### config.mk
export PLATFORM = sky130hd
export DESIGN_NAME = fht_addr_gen_flat
export DESIGN_NICKNAME = d
export VERILOG_FILES = /design/src/rtl/fht_addr_gen_pkg.sv /design/src/rtl/fht_addr_gen_if.sv /design/src/rtl/fht_addr_gen_delay_line.sv /design/src/rtl/fht_addr_gen.sv /design/src/flat_wrapper.sv
export SDC_FILE = /design/constraint.sdc
export NUM_CORES = 1
export LEC_CHECK = 0
export CAP_MARGIN = 15
export CORE_AREA = 2 2 108 110
export CTS_BUF_LIST = sky130_fd_sc_hd__clkbuf_2 sky130_fd_sc_hd__clkbuf_4 sky130_fd_sc_hd__clkbuf_8
export DETAILED_ROUTE_END_ITERATION = 6
export DIE_AREA = 0 0 110 112
export HOLD_SLACK_MARGIN = 0.03
export PLACE_DENSITY = 0.62
export SLEW_MARGIN = 20
export SYNTH_ARGS = -nofsm -noshare
export SYNTH_HDL_FRONTEND = slang
export SYNTH_HIERARCHICAL = 1
export SYNTH_SLANG_ARGS = --single-unit
### constraint.sdc
create_clock -name iCLK -period 12.75 [get_ports iCLK]
set_input_delay 2.55 -clock iCLK [delete_from_list [all_inputs] [get_ports iCLK]]
set_output_delay 2.55 -clock iCLK [all_outputs]
set_load 0.01 [all_outputs]
### src/rtl/fht_addr_gen_pkg.sv
// Shared FSM encoding, defaults and width helper for the FHT address generator.
package fht_addr_gen_pkg;

    typedef enum logic [1:0] {
        ST_IDLE  = 2'd0,
        ST_RUN   = 2'd1,
        ST_DRAIN = 2'd2,
        ST_DONE  = 2'd3
    } fht_state_e;

    localparam int FHT_A_BIT_DEFAULT = 8;
    localparam int FHT_LAT_DEFAULT   = 3;

    function automatic int fht_stage_w(input int a_bit);
        return (a_bit > 2) ? $clog2(a_bit) : 1;
    endfunction

endpackage

### src/rtl/fht_addr_gen_if.sv
// Control/address bus between the FHT sequencer and its RAM/ROM/butterfly datapath.
interface fht_addr_gen_if
    import fht_addr_gen_pkg::*;
#(
    parameter int A_BIT = FHT_A_BIT_DEFAULT
) ();

    localparam int SW = fht_stage_w(A_BIT);

    logic             iSTART;
    logic             oBUSY;
    logic             oRD_VALID;
    logic [A_BIT-1:0] oRD_ADDR_0;
    logic [A_BIT-1:0] oRD_ADDR_1;
    logic [A_BIT-1:0] oRD_ADDR_2;
    logic [A_BIT-2:0] oROM_ADDR;
    logic             oWE;
    logic [A_BIT-1:0] oWR_ADDR_0;
    logic [A_BIT-1:0] oWR_ADDR_1;
    logic             oBANK;
    logic [SW-1:0]    oSTAGE;
    logic             oDONE;

    modport master (
        output iSTART,
        input  oBUSY, oRD_VALID, oRD_ADDR_0, oRD_ADDR_1, oRD_ADDR_2, oROM_ADDR,
        input  oWE, oWR_ADDR_0, oWR_ADDR_1, oBANK, oSTAGE, oDONE
    );

    modport slave (
        input  iSTART,
        output oBUSY, oRD_VALID, oRD_ADDR_0, oRD_ADDR_1, oRD_ADDR_2, oROM_ADDR,
        output oWE, oWR_ADDR_0, oWR_ADDR_1, oBANK, oSTAGE, oDONE
    );

endinterface

### src/rtl/fht_addr_gen_delay_line.sv
// Reset-clearable shift register; carries read strobes/addresses forward to the write port.
module fht_delay_line
    import fht_addr_gen_pkg::*;
#(
    parameter int WIDTH = 1,
    parameter int DEPTH = FHT_LAT_DEFAULT
) (
    input  logic             iCLK,
    input  logic             iRESET,
    input  logic [WIDTH-1:0] iD,
    output logic [WIDTH-1:0] oQ
);

    logic [DEPTH-1:0][WIDTH-1:0] pipe_q, pipe_d;

    always_comb begin
        pipe_d    = '0;
        pipe_d[0] = iD;
        for (int n = 1; n < DEPTH; n++) pipe_d[n] = pipe_q[n-1];
    end

    always_ff @(posedge iCLK or negedge iRESET) begin
        if (!iRESET) pipe_q <= '0;
        else         pipe_q <= pipe_d;
    end

    assign oQ = pipe_q[DEPTH-1];

endmodule

### src/rtl/fht_addr_gen.sv
// In-place radix-2 FHT sequencer: per-stage butterfly read/ROM addresses plus
// latency-matched write addresses, ping-ponging between two RAM banks.
module fht_addr_gen
    import fht_addr_gen_pkg::*;
#(
    parameter int A_BIT = FHT_A_BIT_DEFAULT,
    parameter int LAT   = FHT_LAT_DEFAULT
) (
    input  logic          iCLK,
    input  logic          iRESET,
    fht_addr_gen_if.slave bus
);

    localparam int IW = A_BIT - 1;
    localparam int SW = fht_stage_w(A_BIT);
    localparam int DW = (LAT > 1) ? $clog2(LAT) : 1;
    localparam int WW = 2 * A_BIT + 1;

    // N/2-1 is all ones in IW bits
    localparam logic [IW-1:0] I_LAST = '1;
    localparam logic [SW-1:0] S_LAST = SW'(A_BIT - 1);
    localparam logic [DW-1:0] D_LAST = DW'(LAT - 1);

    fht_state_e       state_q, state_d;
    logic [IW-1:0]    i_q, i_d;
    logic [SW-1:0]    s_q, s_d;
    logic [DW-1:0]    d_q, d_d;
    logic             bank_q, bank_d;
    logic             rd_valid_q, rd_valid_d;
    logic [A_BIT-1:0] x0_q, x0_d, x1_q, x1_d, x2_q, x2_d;
    logic [IW-1:0]    rom_q, rom_d;
    logic [A_BIT-1:0] h, k, b, kr;
    logic             busy, done;
    logic [WW-1:0]    wr_q;

    // state register
    always_ff @(posedge iCLK or negedge iRESET) begin
        if (!iRESET) state_q <= ST_IDLE;
        else         state_q <= state_d;
    end

    // next-state
    always_comb begin
        state_d = state_q;
        case (state_q)
            ST_IDLE:  if (bus.iSTART) state_d = ST_RUN;
            ST_RUN:   if (i_q == I_LAST) state_d = ST_DRAIN;
            ST_DRAIN: if (d_q == D_LAST) state_d = (s_q == S_LAST) ? ST_DONE : ST_RUN;
            ST_DONE:  state_d = ST_IDLE;
            default:  state_d = ST_IDLE;
        endcase
    end

    // FSM outputs
    always_comb begin
        busy = (state_q != ST_IDLE);
        done = (state_q == ST_DONE);
    end

    always_comb begin
        i_d    = i_q;
        s_d    = s_q;
        d_d    = d_q;
        bank_d = bank_q;
        case (state_q)
            ST_IDLE: begin
                if (state_d == ST_RUN) begin
                    i_d    = '0;
                    s_d    = '0;
                    bank_d = 1'b0;
                end
            end
            ST_RUN: begin
                i_d = i_q + 1'b1;
                if (state_d == ST_DRAIN) d_d = '0;
            end
            ST_DRAIN: begin
                d_d = d_q + 1'b1;
                if (state_d == ST_RUN) begin
                    i_d    = '0;
                    s_d    = s_q + 1'b1;
                    bank_d = ~bank_q;
                end
            end
            default: ;
        endcase
    end

    // Addresses are computed from next-cycle counters so the registered
    // outputs line up with rd_valid_q.
    always_comb begin
        h  = A_BIT'(1) << s_d;
        k  = A_BIT'(i_d) & (h - 1'b1);
        b  = (A_BIT'(i_d) & ~(h - 1'b1)) << 1;
        kr = (h - k) & (h - 1'b1);
        rd_valid_d = (state_d == ST_RUN);
        x0_d  = '0;
        x1_d  = '0;
        x2_d  = '0;
        rom_d = '0;
        if (rd_valid_d) begin
            x0_d  = b + k;
            x1_d  = b + h + k;
            x2_d  = b + h + kr;
            rom_d = IW'(k << (IW - int'(s_d)));
        end
    end

    always_ff @(posedge iCLK or negedge iRESET) begin
        if (!iRESET) begin
            i_q        <= '0;
            s_q        <= '0;
            d_q        <= '0;
            bank_q     <= 1'b0;
            rd_valid_q <= 1'b0;
            x0_q       <= '0;
            x1_q       <= '0;
            x2_q       <= '0;
            rom_q      <= '0;
        end else begin
            i_q        <= i_d;
            s_q        <= s_d;
            d_q        <= d_d;
            bank_q     <= bank_d;
            rd_valid_q <= rd_valid_d;
            x0_q       <= x0_d;
            x1_q       <= x1_d;
            x2_q       <= x2_d;
            rom_q      <= rom_d;
        end
    end

    fht_delay_line #(.WIDTH(WW), .DEPTH(LAT)) u_wr_dly (
        .iCLK   (iCLK),
        .iRESET (iRESET),
        .iD     ({rd_valid_q, x0_q, x1_q}),
        .oQ     (wr_q)
    );

    assign bus.oBUSY      = busy;
    assign bus.oDONE      = done;
    assign bus.oRD_VALID  = rd_valid_q;
    assign bus.oRD_ADDR_0 = x0_q;
    assign bus.oRD_ADDR_1 = x1_q;
    assign bus.oRD_ADDR_2 = x2_q;
    assign bus.oROM_ADDR  = rom_q;
    assign bus.oBANK      = bank_q;
    assign bus.oSTAGE     = s_q;
    assign bus.oWE        = wr_q[WW-1];
    assign bus.oWR_ADDR_0 = wr_q[2*A_BIT-1:A_BIT];
    assign bus.oWR_ADDR_1 = wr_q[A_BIT-1:0];

endmodule

### src/flat_wrapper.sv
// flat-port wrapper written by rule: the top's interface ports become plain ports
module fht_addr_gen_flat import fht_addr_gen_pkg::*;
#(
    parameter int A_BIT = FHT_A_BIT_DEFAULT,
    parameter int LAT   = FHT_LAT_DEFAULT
)
  (iCLK, iRESET, bus_iSTART, bus_oBUSY, bus_oRD_VALID, bus_oRD_ADDR_0, bus_oRD_ADDR_1, bus_oRD_ADDR_2, bus_oROM_ADDR, bus_oWE, bus_oWR_ADDR_0, bus_oWR_ADDR_1, bus_oBANK, bus_oSTAGE, bus_oDONE);
  fht_addr_gen_if #(.A_BIT(A_BIT)) bus_i ();
  input  logic iCLK;
  input  logic iRESET;
  input wire logic [$bits(bus_i.iSTART)-1:0] bus_iSTART;
  output wire logic [$bits(bus_i.oBUSY)-1:0] bus_oBUSY;
  output wire logic [$bits(bus_i.oRD_VALID)-1:0] bus_oRD_VALID;
  output wire logic [$bits(bus_i.oRD_ADDR_0)-1:0] bus_oRD_ADDR_0;
  output wire logic [$bits(bus_i.oRD_ADDR_1)-1:0] bus_oRD_ADDR_1;
  output wire logic [$bits(bus_i.oRD_ADDR_2)-1:0] bus_oRD_ADDR_2;
  output wire logic [$bits(bus_i.oROM_ADDR)-1:0] bus_oROM_ADDR;
  output wire logic [$bits(bus_i.oWE)-1:0] bus_oWE;
  output wire logic [$bits(bus_i.oWR_ADDR_0)-1:0] bus_oWR_ADDR_0;
  output wire logic [$bits(bus_i.oWR_ADDR_1)-1:0] bus_oWR_ADDR_1;
  output wire logic [$bits(bus_i.oBANK)-1:0] bus_oBANK;
  output wire logic [$bits(bus_i.oSTAGE)-1:0] bus_oSTAGE;
  output wire logic [$bits(bus_i.oDONE)-1:0] bus_oDONE;
  assign bus_i.iSTART = bus_iSTART;
  assign bus_oBUSY = bus_i.oBUSY;
  assign bus_oRD_VALID = bus_i.oRD_VALID;
  assign bus_oRD_ADDR_0 = bus_i.oRD_ADDR_0;
  assign bus_oRD_ADDR_1 = bus_i.oRD_ADDR_1;
  assign bus_oRD_ADDR_2 = bus_i.oRD_ADDR_2;
  assign bus_oROM_ADDR = bus_i.oROM_ADDR;
  assign bus_oWE = bus_i.oWE;
  assign bus_oWR_ADDR_0 = bus_i.oWR_ADDR_0;
  assign bus_oWR_ADDR_1 = bus_i.oWR_ADDR_1;
  assign bus_oBANK = bus_i.oBANK;
  assign bus_oSTAGE = bus_i.oSTAGE;
  assign bus_oDONE = bus_i.oDONE;
  fht_addr_gen #(.A_BIT(A_BIT), .LAT(LAT)) u_core (.iCLK(iCLK), .iRESET(iRESET), .bus(bus_i));
endmodule
== Word level (Yosys, flattened, before mapping) ==
Cells that the tools add are included.
Cells by class
  add/subtract/negate cells: 10
  eq/ne operators: 11
  shifts and indexed selects: 2
  mux-type cells: 19
  bitwise operators: 5
  reductions and logical operators: 7
Operator list (number)
  $add A8 B8 Y8: 4
  $shl A8 B32 Y7: 1
  $mux W8: 3
  $mux W7: 2
  $pmux W7 S2: 1
  $mux W2: 5
  $and A7 B8 Y8: 1
  $and A8 B8 Y8: 1
  $eq A2 B2 Y1 const B: 4
  $pmux W2 S4: 1
  $shl A1 B3 Y8 const A: 1
  $sub A8 B1 Y8 const B: 1
  $sub A8 B8 Y8: 1
  $add A7 B1 Y7 const B: 1
  $and A7 B7 Y7: 1
  $eq A7 B7 Y1 const B: 1
  $not A7 Y7: 1
  $mux W3: 2
  $ne A2 B1 Y1 const B: 3
  $pmux W3 S2: 1
  $reduce_bool A2 Y1: 3
  $eq A2 B1 Y1 const B: 2
  $pmux W2 S2: 1
  $sub A3 B3 Y4 const A: 1
  other kinds (10): 11
Storage, ports and cells
  bits in registers: 98
  input bits: 3
  word-level logic and storage cells: 67

== Depth between registers and ports, before layout ==
Gate-level depths: netlist of run 1.
  depth after elaboration: 14
  mapped depth: 32
  gate-level depth less buffers: 26

== Hierarchy ==
Netlist of run 1, hierarchy kept.
By module, submodules not included
  fht_addr_gen: instances 1, cells an instance 414, area an instance 3706.1 um^2, sequential area each 1151.1 um^2
  fht_delay_line: instances 1, cells an instance 51, area an instance 1276.2 um^2, sequential area each 1276.2 um^2

== Worst setup path after synthesis of run 1 ==
No wires, ideal clock.
  kind: input -> register
  start: input port bus_iSTART
  end: register u_core.x2_q[7], in the netlist u_core/bus.oRD_ADDR_2[7]
  setup time: 128 ps
  data arrival time: 7944 ps
  required time: 12622 ps
  slack: 4679 ps
  stages: 28
  path buffers: 5
  cells stage by stage: nand2b_1 -> buf_4 -> a21o_1 -> o21a_1 -> clkbuf_1 -> buf_1 -> ha_1 -> and2_1 -> o31a_1 -> inv_1 -> buf_2 -> buf_1 -> nand3_1 -> ha_1 -> nor2_1 -> inv_1 -> fa_1 -> xnor2_1 -> nand2_1 -> o22ai_1 -> ha_1 -> a21o_1 -> a21o_1 -> a21oi_1 -> o21bai_1 -> a21oi_1 -> nor2_1 -> mux2_1
On the way
  cells in the longest elaborated chain, start to end: 12
  elaborated cells between the ends (all ways): 18
  those cells by class: 4 x add/sub; 1 x eq/ne; 1 x shift; 8 x mux; 4 x bitwise
RTL lines
  start, declared: line flat_wrapper.sv:11  | input wire logic [$bits(bus_i.iSTART)-1:0] bus_iSTART;
  $mux W2 *: line fht_addr_gen.sv:46  | ST_IDLE: if (bus.iSTART) state_d = ST_RUN;
  $pmux W2 S4 *: line fht_addr_gen.sv:45  | case (state_q)
  $eq A2 B1 Y1 *: line fht_addr_gen.sv:67, fht_addr_gen.sv:79
  $mux W3 (on tied branches): line fht_addr_gen.sv:79, fht_addr_gen.sv:67
  $pmux W3 S2 *: line fht_addr_gen.sv:65  | case (state_q)
  net u_core.s_d[0]: line fht_addr_gen.sv:26  | logic [SW-1:0] s_q, s_d;
  $shl A1 B3 Y8 *: line fht_addr_gen.sv:92  | h = A_BIT'(1) << s_d;
  $sub A8 B1 Y8: line fht_addr_gen.sv:93, fht_addr_gen.sv:95
  $and A7 B8 Y8 / $not A7 Y7 (equally long branches): line fht_addr_gen.sv:93, fht_addr_gen.sv:94
  $sub A8 B8 Y8 / $and A7 B7 Y7 (equally long branches): line fht_addr_gen.sv:95, fht_addr_gen.sv:94
  $and A8 B8 Y8 / $add A8 B8 Y8 (equally long branches): line fht_addr_gen.sv:95, fht_addr_gen.sv:104
  $add A8 B8 Y8 *: line fht_addr_gen.sv:104  | x2_d = b + h + kr;
  $mux W8 *: line fht_addr_gen.sv:101  | if (rd_valid_d) begin
  net u_core.x2_d[7]: line fht_addr_gen.sv:30  | logic [A_BIT-1:0] x0_q, x0_d, x1_q, x1_d, x2_q, x2_d;
  end signal, assigned: line fht_addr_gen.sv:118  | x2_q <= '0;
  end signal, assigned: line fht_addr_gen.sv:128  | x2_q <= x2_d;
  end, declared: line fht_addr_gen.sv:30
Mark *: on every way through the listed nets, which the timed path passes. The rest lies on a longest branch.
A chain may end at the register's enable or synchronous reset.

== Worst setup path in the final report of run 1 ==
  start: input port bus_iSTART
  end: register u_core.x2_q[7], in the netlist u_core/bus.oRD_ADDR_2[7]
On the way
  cells in the longest elaborated chain, start to end: 12
  elaborated cells between the ends (all ways): 18
  those cells by class: 4 x add/sub; 1 x eq/ne; 1 x shift; 8 x mux; 4 x bitwise
RTL lines (line)
  $mux W2 *: fht_addr_gen.sv:46
  $pmux W2 S4 *: fht_addr_gen.sv:45
  $eq A2 B1 Y1 *: fht_addr_gen.sv:67, fht_addr_gen.sv:79, fht_addr_gen.sv:96
  $mux W3 (on tied branches): fht_addr_gen.sv:79, fht_addr_gen.sv:67
  $pmux W3 S2: fht_addr_gen.sv:65
  $shl A1 B3 Y8: fht_addr_gen.sv:92
  $sub A8 B1 Y8: fht_addr_gen.sv:93, fht_addr_gen.sv:95
  $and A7 B8 Y8 / $not A7 Y7 (equally long branches): fht_addr_gen.sv:93, fht_addr_gen.sv:94
  $sub A8 B8 Y8 / $and A7 B7 Y7 (equally long branches): fht_addr_gen.sv:95, fht_addr_gen.sv:94
  $and A8 B8 Y8 / $add A8 B8 Y8 (equally long branches): fht_addr_gen.sv:95, fht_addr_gen.sv:104
  $add A8 B8 Y8: fht_addr_gen.sv:104
  $mux W8 *: fht_addr_gen.sv:101
  net u_core.x2_d[7]: fht_addr_gen.sv:30
Marked as above.

==> impl_metrics.json, run 1 <==
{
  "status": "finished clean",
  "final_area_um2": 5860,
  "grt_pass1_vias": 3554,
  "first_pass_iters": 5,
  "ctsLongestPathBuffers": 2,
  "synth_mux_area_share_pct": 1.13,
  "numCtsBuffers": 9,
  "synth_nets": 504,
  "synth-edff-count": 0,
  "synth.avg_cell_area_um2": 10.7,
  "grt_max_degree": 79,
  "via_per_inst": 5.47,
  "yosys_warnings": 6,
  "endpoint": "u_core/bus.oRD_ADDR_2[7]",
  "r2r_start": "u_core/state_q[1]",
  "initial_core_util_pct": 44.6,
  "relSlewSlack_pct": 39.1,
  "drive_gt1_share_pct": 7.90,
  "crit_start": "bus_iSTART",
  "tns_ns": 0,
  "die-area_um2": 12300,
  "routed_wirelength_mm": 11.1,
  "gp_congestion": 0.847,
  "grt_pass1_wl_mm": 18.2,
  "clock_skew_ns": 0.0164,
  "synthXorXnorAreaFrac_pct": 4.39,
  "antenna_found_initial": 0,
  "hold_path.class": "register to register",
  "path_clk_slew_ns": 0.10,
  "synthSimpleGateAreaFrac_pct": 14.8,
  "setup_slack_ns": 3.91,
  "coreArea_um2": 11200,
  "cts-resized-gates": 0,
  "dpl.hpwl_mm": 8.24,
  "synth-seq-cells": 97,
  "yosysUniqueCellTypes": 72,
  "area_delta_synth_final_pct": 17.7,
  "rows": 39,
  "placed_cell_area_um2": 5620,
  "critical_path.startpoint_type": "input port",
  "worstReg2RegEnd": "u_core/bus.oRD_ADDR_2[7]",
  "endpoint_kind": "register",
  "power_mw": 0.552,
  "min_period_ns": 8.84,
  "ys_async_sr_fraction_pct": 100,
  "drtAntennaViolNets": 0,
  "worstPathArrival_ns": 9.11,
  "num_vias": 3624,
  "layout_common_cells": "dfrtp_1 (97), clkdlybuf4s50_1 (56), nor2_1 (37), a21oi_1 (31), ha_1 (31)",
  "rsz0062_at_grt": "false",
  "max_freq_ghz": 0.113,
  "tightest_slew_ns": 0.913,
  "synth_top_family_by_area": "compound AO/OA/AOI/OAI gates",
  "final_common_cell": "dfrtp_1",
  "clock-sinks": 97,
  "r2r_slack_ns": 5.56,
  "cts_setup_buffers": 0,
  "die_w_um": 110,
  "power.density_nw_per_um2": 94.2,
  "finalHoldViolations": 0,
  "track_usage_pct": 19.5,
  "synth_top_flop_cell": "dfrtp_1",
  "cts_tree": "yes",
  "dp_slack_ns": 3.67,
  "yosys.area_share.adder_pct": 9.79,
  "grt_overflow": 0,
  "die_h_um": 112,
  "final_nets": 553,
  "worstPathRequired_ns": 13.01,
  "netlist_area_um2": 4980,
  "period_share_pct": 69.4,
  "drt_iter0_drc": 278,
  "synth_compound_area_share_pct": 16.2,
  "ir_worst_vdd_uv": 69.2,
  "p_leak_nw": 2.54,
  "seq_area_frac_synth_pct": 48.7,
  "insertion_delay_ns": 0.37,
  "io_buffers": 57,
  "cp_max_fo": 28,
  "worst-r2r-cell-count": 25,
  "setup_viol": 0,
  "io_pins": 58,
  "syn_inst": 465,
  "slew_violations": 0,
  "diodes": 0,
  "htreeDepth": 3,
  "hold_buffers": 0,
  "drc": 0,
  "cap_viol_max_count": 0,
  "clockRootBuffer": "clkbuf_8",
  "path_class": "input port to register",
  "wl_per_cell_um": 16.7
}
[final cells by class]
class	instances	area, um^2
Fill cell	1034	5310
Clock inverter	6	101
Tap cell	143	179
Timing Repair Buffer	61	598
Clock buffer	10	138
Multi-Input combinational cell	317	2310
Sequential cell	97	2430
Inverter	28	105
[worst min-delay path by stage]
stage                                    start  cells after the start                         end  slack [ns]
global route        u_core/u_wr_dly/pipe_d[20]                      0  u_core/u_wr_dly/pipe_d[37]        0.36
floorplan           u_core/u_wr_dly/pipe_d[34]                      0       u_core/u_wr_dly/oQ[0]        0.33
finish              u_core/u_wr_dly/pipe_d[20]                      0  u_core/u_wr_dly/pipe_d[37]        0.35
detailed placement  u_core/u_wr_dly/pipe_d[46]                      0      u_core/u_wr_dly/oQ[12]        0.33
global placement    u_core/u_wr_dly/pipe_d[19]                      0  u_core/u_wr_dly/pipe_d[36]        0.33
CTS                 u_core/u_wr_dly/pipe_d[20]                      0  u_core/u_wr_dly/pipe_d[37]        0.35
[metrics by stage]
stage               utilization, %  hold WS, ns  cells
finish                        52.5        0.347    662
global route                  52.5        0.357    662
CTS                           52.5        0.348    662
detailed placement            50.3        0.335    646
global placement              50.3        0.333    646
floorplan                        -        0.331    465
[per-layer routing]
metal  vias to the layer above  share of wire (%)  track usage, %
li1                       1734                  -               -
met1                      1733                 47            28.7
met2                       137                 44            27.5
met3                        20                5.9            3.98
met4                         0                2.4            8.52
met5                         -                  0               0
[cells by family after synthesis]
group                    Yosys count
buffers and inverters             51
XOR/XNOR                          25
multiplexers                       4
AND/OR/NAND/NOR                  137
other                              2
flip-flops                        97
AO/OA/AOI/OAI                    113
adder cells (fa/ha/maj)           36
[power by group]
part / internal, mW / switching (mW) / leakage [nW]
Clock: 0.118 / 0.111 / 0.116
Sequential: 0.309 / 0.000428 / 1.02
Combinational: 0.00424 / 0.00899 / 1.40
Total: 0.432 / 0.120 / 2.54
[registers in the layout, summed over array words and instances (netlist names)]
register                count
u_core/bus.oSTAGE           3
u_core/bus.oRD_ADDR_1       7
u_core/bus.oROM_ADDR        7
u_core/bus.oRD_ADDR_0       8
u_core/bus.oRD_VALID        1
u_core/d_q                  2
u_core/i_q                  7
u_core/u_wr_dly/pipe_d     34
u_core/bus.oRD_ADDR_2       8
u_core/bus.oBANK            1
u_core/u_wr_dly/oQ         17
u_core/state_q              2
[synth_stat cells, types with 4 or more instances]
library cell  instances  area share (%)
dfrtp_1              97              49
nor2_1               37             2.8
a21oi_1              31             3.1
ha_1                 31             7.8
nand2_1              27             2.0
inv_1                26             2.0
nand3_1              16             1.6
xnor2_1              16             2.8
nor3_1               14             1.4
a21o_1               11             1.7
o21ai_0              10             1.0
xor2_1                9             1.6
clkbuf_1              8            0.60
and2_1                7            0.88
nand2b_1              7            0.88
nor2b_1               7            0.88
buf_2                 6            0.60
a31oi_1               5            0.63
fa_1                  5             2.0
o211ai_1              5            0.75
o22ai_1               5            0.63
o21a_1                4            0.60
[worst max-delay path: stages]
cell and delay [ns]:
clkdlybuf4s50_1 0.42, nand2b_1 0.33, a21o_1 0.29, o21a_1 0.15
buf_4 0.28, ha_1 0.29, and2_1 0.15, o31a_1 0.37
inv_1 0.59, nand3_1 0.20, ha_1 0.43, inv_1 0.36
nand3_1 0.19, a21boi_2 0.24, inv_1 0.06, ha_1 0.33
a21boi_0 0.37, o21ai_0 0.17, o21ai_0 0.18, a21oi_1 0.09
ha_1 0.31, inv_1 0.06, o21bai_1 0.13, a21oi_1 0.09
and2_1 0.15, mux2_1 0.29
No activity file was read; power rests on OpenSTA's default activity.
==> inputs of run 2 (changes only) <==
--- a/config.mk
+++ b/config.mk
@@ -11,7 +11,7 @@
 export DETAILED_ROUTE_END_ITERATION = 6
 export DIE_AREA = 0 0 110 112
 export HOLD_SLACK_MARGIN = 0.03
-export PLACE_DENSITY = 0.62
+export PLACE_DENSITY = 0.65
 export SLEW_MARGIN = 20
 export SYNTH_ARGS = -nofsm -noshare
 export SYNTH_HDL_FRONTEND = slang
==> constraint.sdc (replaced) <==
create_clock -name iCLK -period 7.73 [get_ports iCLK]
set_input_delay 1.546 -clock iCLK [delete_from_list [all_inputs] [get_ports iCLK]]
set_output_delay 1.546 -clock iCLK [all_outputs]
set_load 0.01 [all_outputs]
==> run 2 against run 1 <==
Clock-buffer cell count fell by 1. Combinational power rose by 68%. Global-route usage rose by 0.10 points. Utilization fell by 0.078 points. Critical path type unchanged. Hold slack improved by 0.0069 ns. Die area did not move. Power rose by 53%. Register-to-register slack got worse by 3.9 ns.
==> impl_metrics.json, run 2 (synthesis results as in run 1) <==
{
  "status": "finished clean",
  "setup_viol": 0,
  "grt_max_degree": 84,
  "hold_path.class": "register to register",
  "critical_path.startpoint_type": "input port",
  "power.density_nw_per_um2": 144,
  "p_leak_nw": 2.53,
  "tns_ns": 0,
  "rows": 39,
  "wl_per_cell_um": 16.9,
  "io_pins": 58,
  "first_pass_iters": 5,
  "cp_max_fo": 11,
  "cts_setup_buffers": 0,
  "tightest_slew_ns": 0.749,
  "die-area_um2": 12300,
  "hold_buffers": 0,
  "grt_overflow": 0,
  "layout_common_cells": "dfrtp_1 (97), clkdlybuf4s50_1 (56), nor2_1 (37), a21oi_1 (31), ha_1 (31)",
  "antenna_found_initial": 0,
  "final_common_cell": "dfrtp_1",
  "regArea_um2": 2430,
  "path_clk_slew_ns": 0.10,
  "crit_chain": "clkdlybuf4s50_1 -> nand2b_1 -> a21o_1 -> o21a_1 -> ha_1 -> and2_1 -> o31a_1 -> inv_1 -> nand3_1 -> ha_1 -> nor2_1 -> inv_1 -> fa_1 -> xnor2_1 -> nand2_1 -> o22ai_1 -> ha_1 -> a21o_1 -> a21o_1 -> a21oi_1 -> o21bai_1 -> a21oi_1 -> nor2_1 -> mux2_1",
  "dpl.hpwl_mm": 8.52,
  "drc": 0,
  "crit_slowest_cell": "clkdlybuf4s50_1",
  "die_w_um": 110,
  "numCtsBuffers": 9,
  "cap_viol_max_count": 0,
  "timing.hold.ws_ns": 0.354,
  "endpoint_kind": "register",
  "max_freq_ghz": 0.147,
  "die_h_um": 112,
  "htreeDepth": 3,
  "diodes": 0,
  "path_class": "input port to register",
  "nFillCells": 1023,
  "insertion_delay_ns": 0.36,
  "cts-resized-gates": 0,
  "track_usage_pct": 19.6,
  "multiInputGateArea_um2": 2310,
  "clock-sinks": 97,
  "cts_tree": "yes",
  "final_nets": 558,
  "path_buf_inv": 3,
  "place_inst": 651,
  "instances_no_fill": 667,
  "area_delta_synth_final_pct": 17.5,
  "relSlewSlack_pct": 50.1,
  "worstPathRequired_ns": 7.97,
  "cpPeakStageDelay_ns": 0.48,
  "largest_reg_flops": 34,
  "period_share_pct": 88.2,
  "clock_skew_ns": 0.0152,
  "initial_core_util_pct": 44.6,
  "rsz0062_at_grt": "false",
  "coreArea_um2": 11200,
  "io_buffers": 57,
  "slew_violations": 0,
  "gp_congestion": 0.916,
  "routed_wirelength_mm": 11.3,
  "num_vias": 3625,
  "ir_worst_vdd_uv": 74.3,
  "worstPathArrival_ns": 7.06,
  "drive_gt1_share_pct": 8.78,
  "via_per_inst": 5.43,
  "grt_pass1_vias": 3563,
  "drtAntennaViolNets": 0,
  "grt_pass1_wl_mm": 18.7,
  "finalHoldViolations": 0,
  "drt_iter0_drc": 279,
  "ctsLongestPathBuffers": 2,
  "cp_top_family": "compound AO/OA/AOI/OAI gates",
  "clockRootBuffer": "clkbuf_8",
  "min_period_ns": 6.82
}
-- run 2: final cells by class --
class	instances	share of cell area [%]
clock buffers	9	2.12
flip-flops and latches	97	41.5
multi-input cells	317	39.5
inverters	28	1.80
well taps	143	3.06
clock inverters	7	1.11
repair buffers	66	10.9
-- run 2: where the power goes --
part           switching, mW  leakage (nW)  internal (mW)
clock                  0.188        0.0905          0.123
combinational         0.0150          1.42        0.00718
sequential          0.000893          1.02          0.510
total                  0.204          2.53          0.640
-- run 2: final timing paths --
path,start,end,slack (ns),cells past startpoint
min reg2reg,u_core/u_wr_dly/pipe_d[21],u_core/u_wr_dly/pipe_d[38],0.35,0
max,bus_iSTART,u_core/bus.oRD_ADDR_2[7],0.91,24
min,u_core/u_wr_dly/pipe_d[21],u_core/u_wr_dly/pipe_d[38],0.35,0
min in group asynchronous,iRESET,u_core/i_q[2],1.03,1
max reg2reg,u_core/state_q[1],u_core/bus.oRD_ADDR_2[7],1.62,23
max in group asynchronous,iRESET,u_core/bus.oRD_ADDR_2[4],5.74,2
-- run 2: stage by stage --
stage	cell area, um^2	power [mW]	utilization, %	setup slack [ns]
2_1_floorplan	4980	0.528	-	0.663
3_3_place_gp	5660	0.543	50.7	0.800
3_5_place_dp	5660	0.544	50.7	0.579
4_1_cts	5850	0.859	52.3	0.962
5_1_grt	5850	0.880	52.4	0.483
6_report	5850	0.844	52.4	0.908
-- run 2: layer usage --
metal | vias up | global-route usage, % | wire (um)
li1 | 1741 | - | -
met1 | 1776 | 29.5 | 5500
met2 | 101 | 29.7 | 5140
met3 | 7 | 2.81 | 539
met4 | 0 | 4.73 | 96
met5 | - | 0 | 0
==> inputs of run 3 (changes only) <==
--- a/config.mk
+++ b/config.mk
@@ -6,10 +6,10 @@
 export NUM_CORES = 1
 export LEC_CHECK = 0
 export CAP_MARGIN = 15
-export CORE_AREA = 2 2 108 110
+export CORE_AREA = 2 2 124 96
 export CTS_BUF_LIST = sky130_fd_sc_hd__clkbuf_2 sky130_fd_sc_hd__clkbuf_4 sky130_fd_sc_hd__clkbuf_8
 export DETAILED_ROUTE_END_ITERATION = 6
-export DIE_AREA = 0 0 110 112
+export DIE_AREA = 0 0 126 98
 export HOLD_SLACK_MARGIN = 0.03
 export PLACE_DENSITY = 0.65
 export SLEW_MARGIN = 20
==> constraint.sdc (replaced) <==
create_clock -name iCLK -period 7.73 [get_ports iCLK]
set_input_delay 1.546 -clock iCLK [delete_from_list [all_inputs] [get_ports iCLK]]
set_output_delay 1.546 -clock iCLK [all_outputs]
set_load 0.1 [all_outputs]
==> run 3 against run 2 <==
Register-to-register slack improved by 0.03 ns. Hold slack is essentially flat. Design area is 0.13% lower. Routed wire length is 1.3% higher. Via count up 0.17%. Non-clock buffer count down 2. Critical path type unchanged. Clock skew increased by 0.0049 ns. First-iteration DRC count is 24% higher. Die area rose by 0.23%. Combinational power rose by 52%. Critical path depth grew 1. Sequential power barely moved. Largest cell class unchanged.
==> impl_metrics.json, run 3 (synthesis results as in run 1) <==
{
  "clock_skew_ns": 0.0201,
  "track_usage_pct": 19.6,
  "nFillCells": 998,
  "cts_setup_buffers": 0,
  "finalHoldViolations": 0,
  "met1_usage_pct": 29.1,
  "dpl.hpwl_mm": 8.58,
  "clockRootBuffer": "clkbuf_8",
  "ir_worst_vdd_uv": 86.7,
  "cp_max_fo": 11,
  "io_buffers": 57,
  "max_freq_ghz": 0.148,
  "endpoint_kind": "register",
  "grt_pass1_wl_mm": 18.9,
  "slew_violations": 0,
  "worst-r2r-cell-count": 25,
  "p_leak_nw": 2.53,
  "worstHoldStart": "u_core/u_wr_dly/pipe_d[17]",
  "die-area_um2": 12300,
  "power.density_nw_per_um2": 149,
  "die_h_um": 98,
  "grt.busiest_layer": "met1",
  "dp_slack_ns": 0.718,
  "status": "finished clean",
  "critical_path.startpoint_type": "input port",
  "largest_reg_flops": 34,
  "grt_max_degree": 64,
  "multiInputGateArea_um2": 2310,
  "die_w_um": 126,
  "r2r_slack_ns": 1.65,
  "grtUsageMet3_pct": 5.04,
  "via_per_inst": 5.45,
  "gp_congestion": 0.939,
  "final_nets": 556,
  "setup_slack_ns": 0.979,
  "area_delta_synth_final_pct": 17.3,
  "setup_viol": 0,
  "worstPathArrival_ns": 7.01,
  "final_common_cell": "dfrtp_1",
  "coreArea_um2": 11200,
  "path_clk_slew_ns": 0.10,
  "hold_path_end": "u_core/u_wr_dly/pipe_d[34]",
  "grt.met2_usage_pct": 27.5,
  "hold_path_depth": 0,
  "tns_ns": 0,
  "power_mw": 0.871,
  "cap_viol_max_count": 0,
  "htreeDepth": 3,
  "period_share_pct": 87.3,
  "grt_pass1_vias": 3576,
  "worstPathRequired_ns": 7.99,
  "wl_per_cell_um": 17.1,
  "drt_iter0_drc": 346,
  "insertion_delay_ns": 0.38,
  "io_pins": 58,
  "first_pass_iters": 5,
  "routed_wirelength_mm": 11.4,
  "numCtsBuffers": 9,
  "rsz0062_at_grt": "false",
  "drive_gt1_share_pct": 8.43,
  "num_vias": 3631,
  "regArea_um2": 2430,
  "antenna_found_initial": 0,
  "tightest_slew_ns": 0.979,
  "relSlewSlack_pct": 34.5,
  "path_class": "input port to register",
  "crit_start": "bus_iSTART",
  "hold_path.class": "register to register",
  "rows": 34,
  "cts_tree": "yes",
  "drc": 0,
  "ctsLongestPathBuffers": 2,
  "diodes": 0,
  "r2r_start": "u_core/bus.oSTAGE[1]",
  "grt_overflow": 0,
  "clock-sinks": 97,
  "initial_core_util_pct": 44.4,
  "drtAntennaViolNets": 0,
  "layout_common_cells": "dfrtp_1 (97), clkdlybuf4s50_1 (56), nor2_1 (37), a21oi_1 (31), ha_1 (31)",
  "hold_buffers": 0,
  "cts-resized-gates": 0,
  "min_period_ns": 6.75,
  "worstReg2RegEnd": "u_core/bus.oRD_ADDR_2[7]"
}
[run 3: where the power goes]
| part | internal, mW | leakage, nW | switching, mW |
|---|---|---|---|
| logic | 0.00736 | 1.41 | 0.0264 |
| registers | 0.510 | 1.02 | 0.000877 |
| clock network | 0.134 | 0.0982 | 0.193 |
| total | 0.651 | 2.53 | 0.220 |
[run 3: area by class of cell]
class / instances / area share [%]
Clock buffer: 10 / 2.35
Multi-Input combinational cell: 317 / 39.6
Timing Repair Buffer: 64 / 10.6
Sequential cell: 97 / 41.5
Tap cell: 144 / 3.08
Inverter: 28 / 1.80
Clock inverter: 6 / 1.05
[run 3: worst max-delay path by stage]
| stage | to | cells after the start |
|---|---|---|
| floorplan | u_core/bus.oRD_ADDR_2[7] | 28 |
| global placement | u_core/bus.oRD_ADDR_2[7] | 25 |
| finish | u_core/bus.oRD_ADDR_2[7] | 25 |
| CTS | u_core/bus.oRD_ADDR_2[7] | 25 |
| detailed placement | u_core/bus.oRD_ADDR_2[7] | 25 |
| global route | u_core/bus.oRD_ADDR_2[7] | 25 |
[run 3: metal layers]
metal | wire length [um] | up-vias
li1 | - | 1741
met3 | 777 | 25
met2 | 4770 | 130
met1 | 5590 | 1735
met4 | 270 | 0
met5 | 0 | -
[run 3: critical path: stages]
cell             delay [ns]
clkdlybuf4s50_1        0.48
nand2b_1               0.06
buf_4                  0.17
a21o_1                 0.25
o21a_1                 0.15
ha_1                   0.26
and2_1                 0.12
o31a_1                 0.36
o2111ai_1              0.35
ha_1                   0.32
inv_1                  0.26
nand3_1                0.19
a21boi_2               0.26
inv_1                  0.07
ha_1                   0.33
a21boi_0               0.37
nand3_1                0.13
o22a_1                 0.21
a21oi_1                0.18
ha_1                   0.27
inv_1                  0.09
o21bai_1               0.08
a21oi_1                0.17
nor2_1                 0.05
mux2_1                 0.28
[run 3: metrics by stage]
stage,cell area (um^2),std cells,hold slack [ns],util (%)
after floorplan,4980,465,0.331,-
after global placement,5650,650,0.332,50.3
after detailed placement,5650,650,0.335,50.3
after CTS,5850,666,0.353,52.0
after global routing,5850,666,0.361,52.0
final,5850,666,0.354,52.0
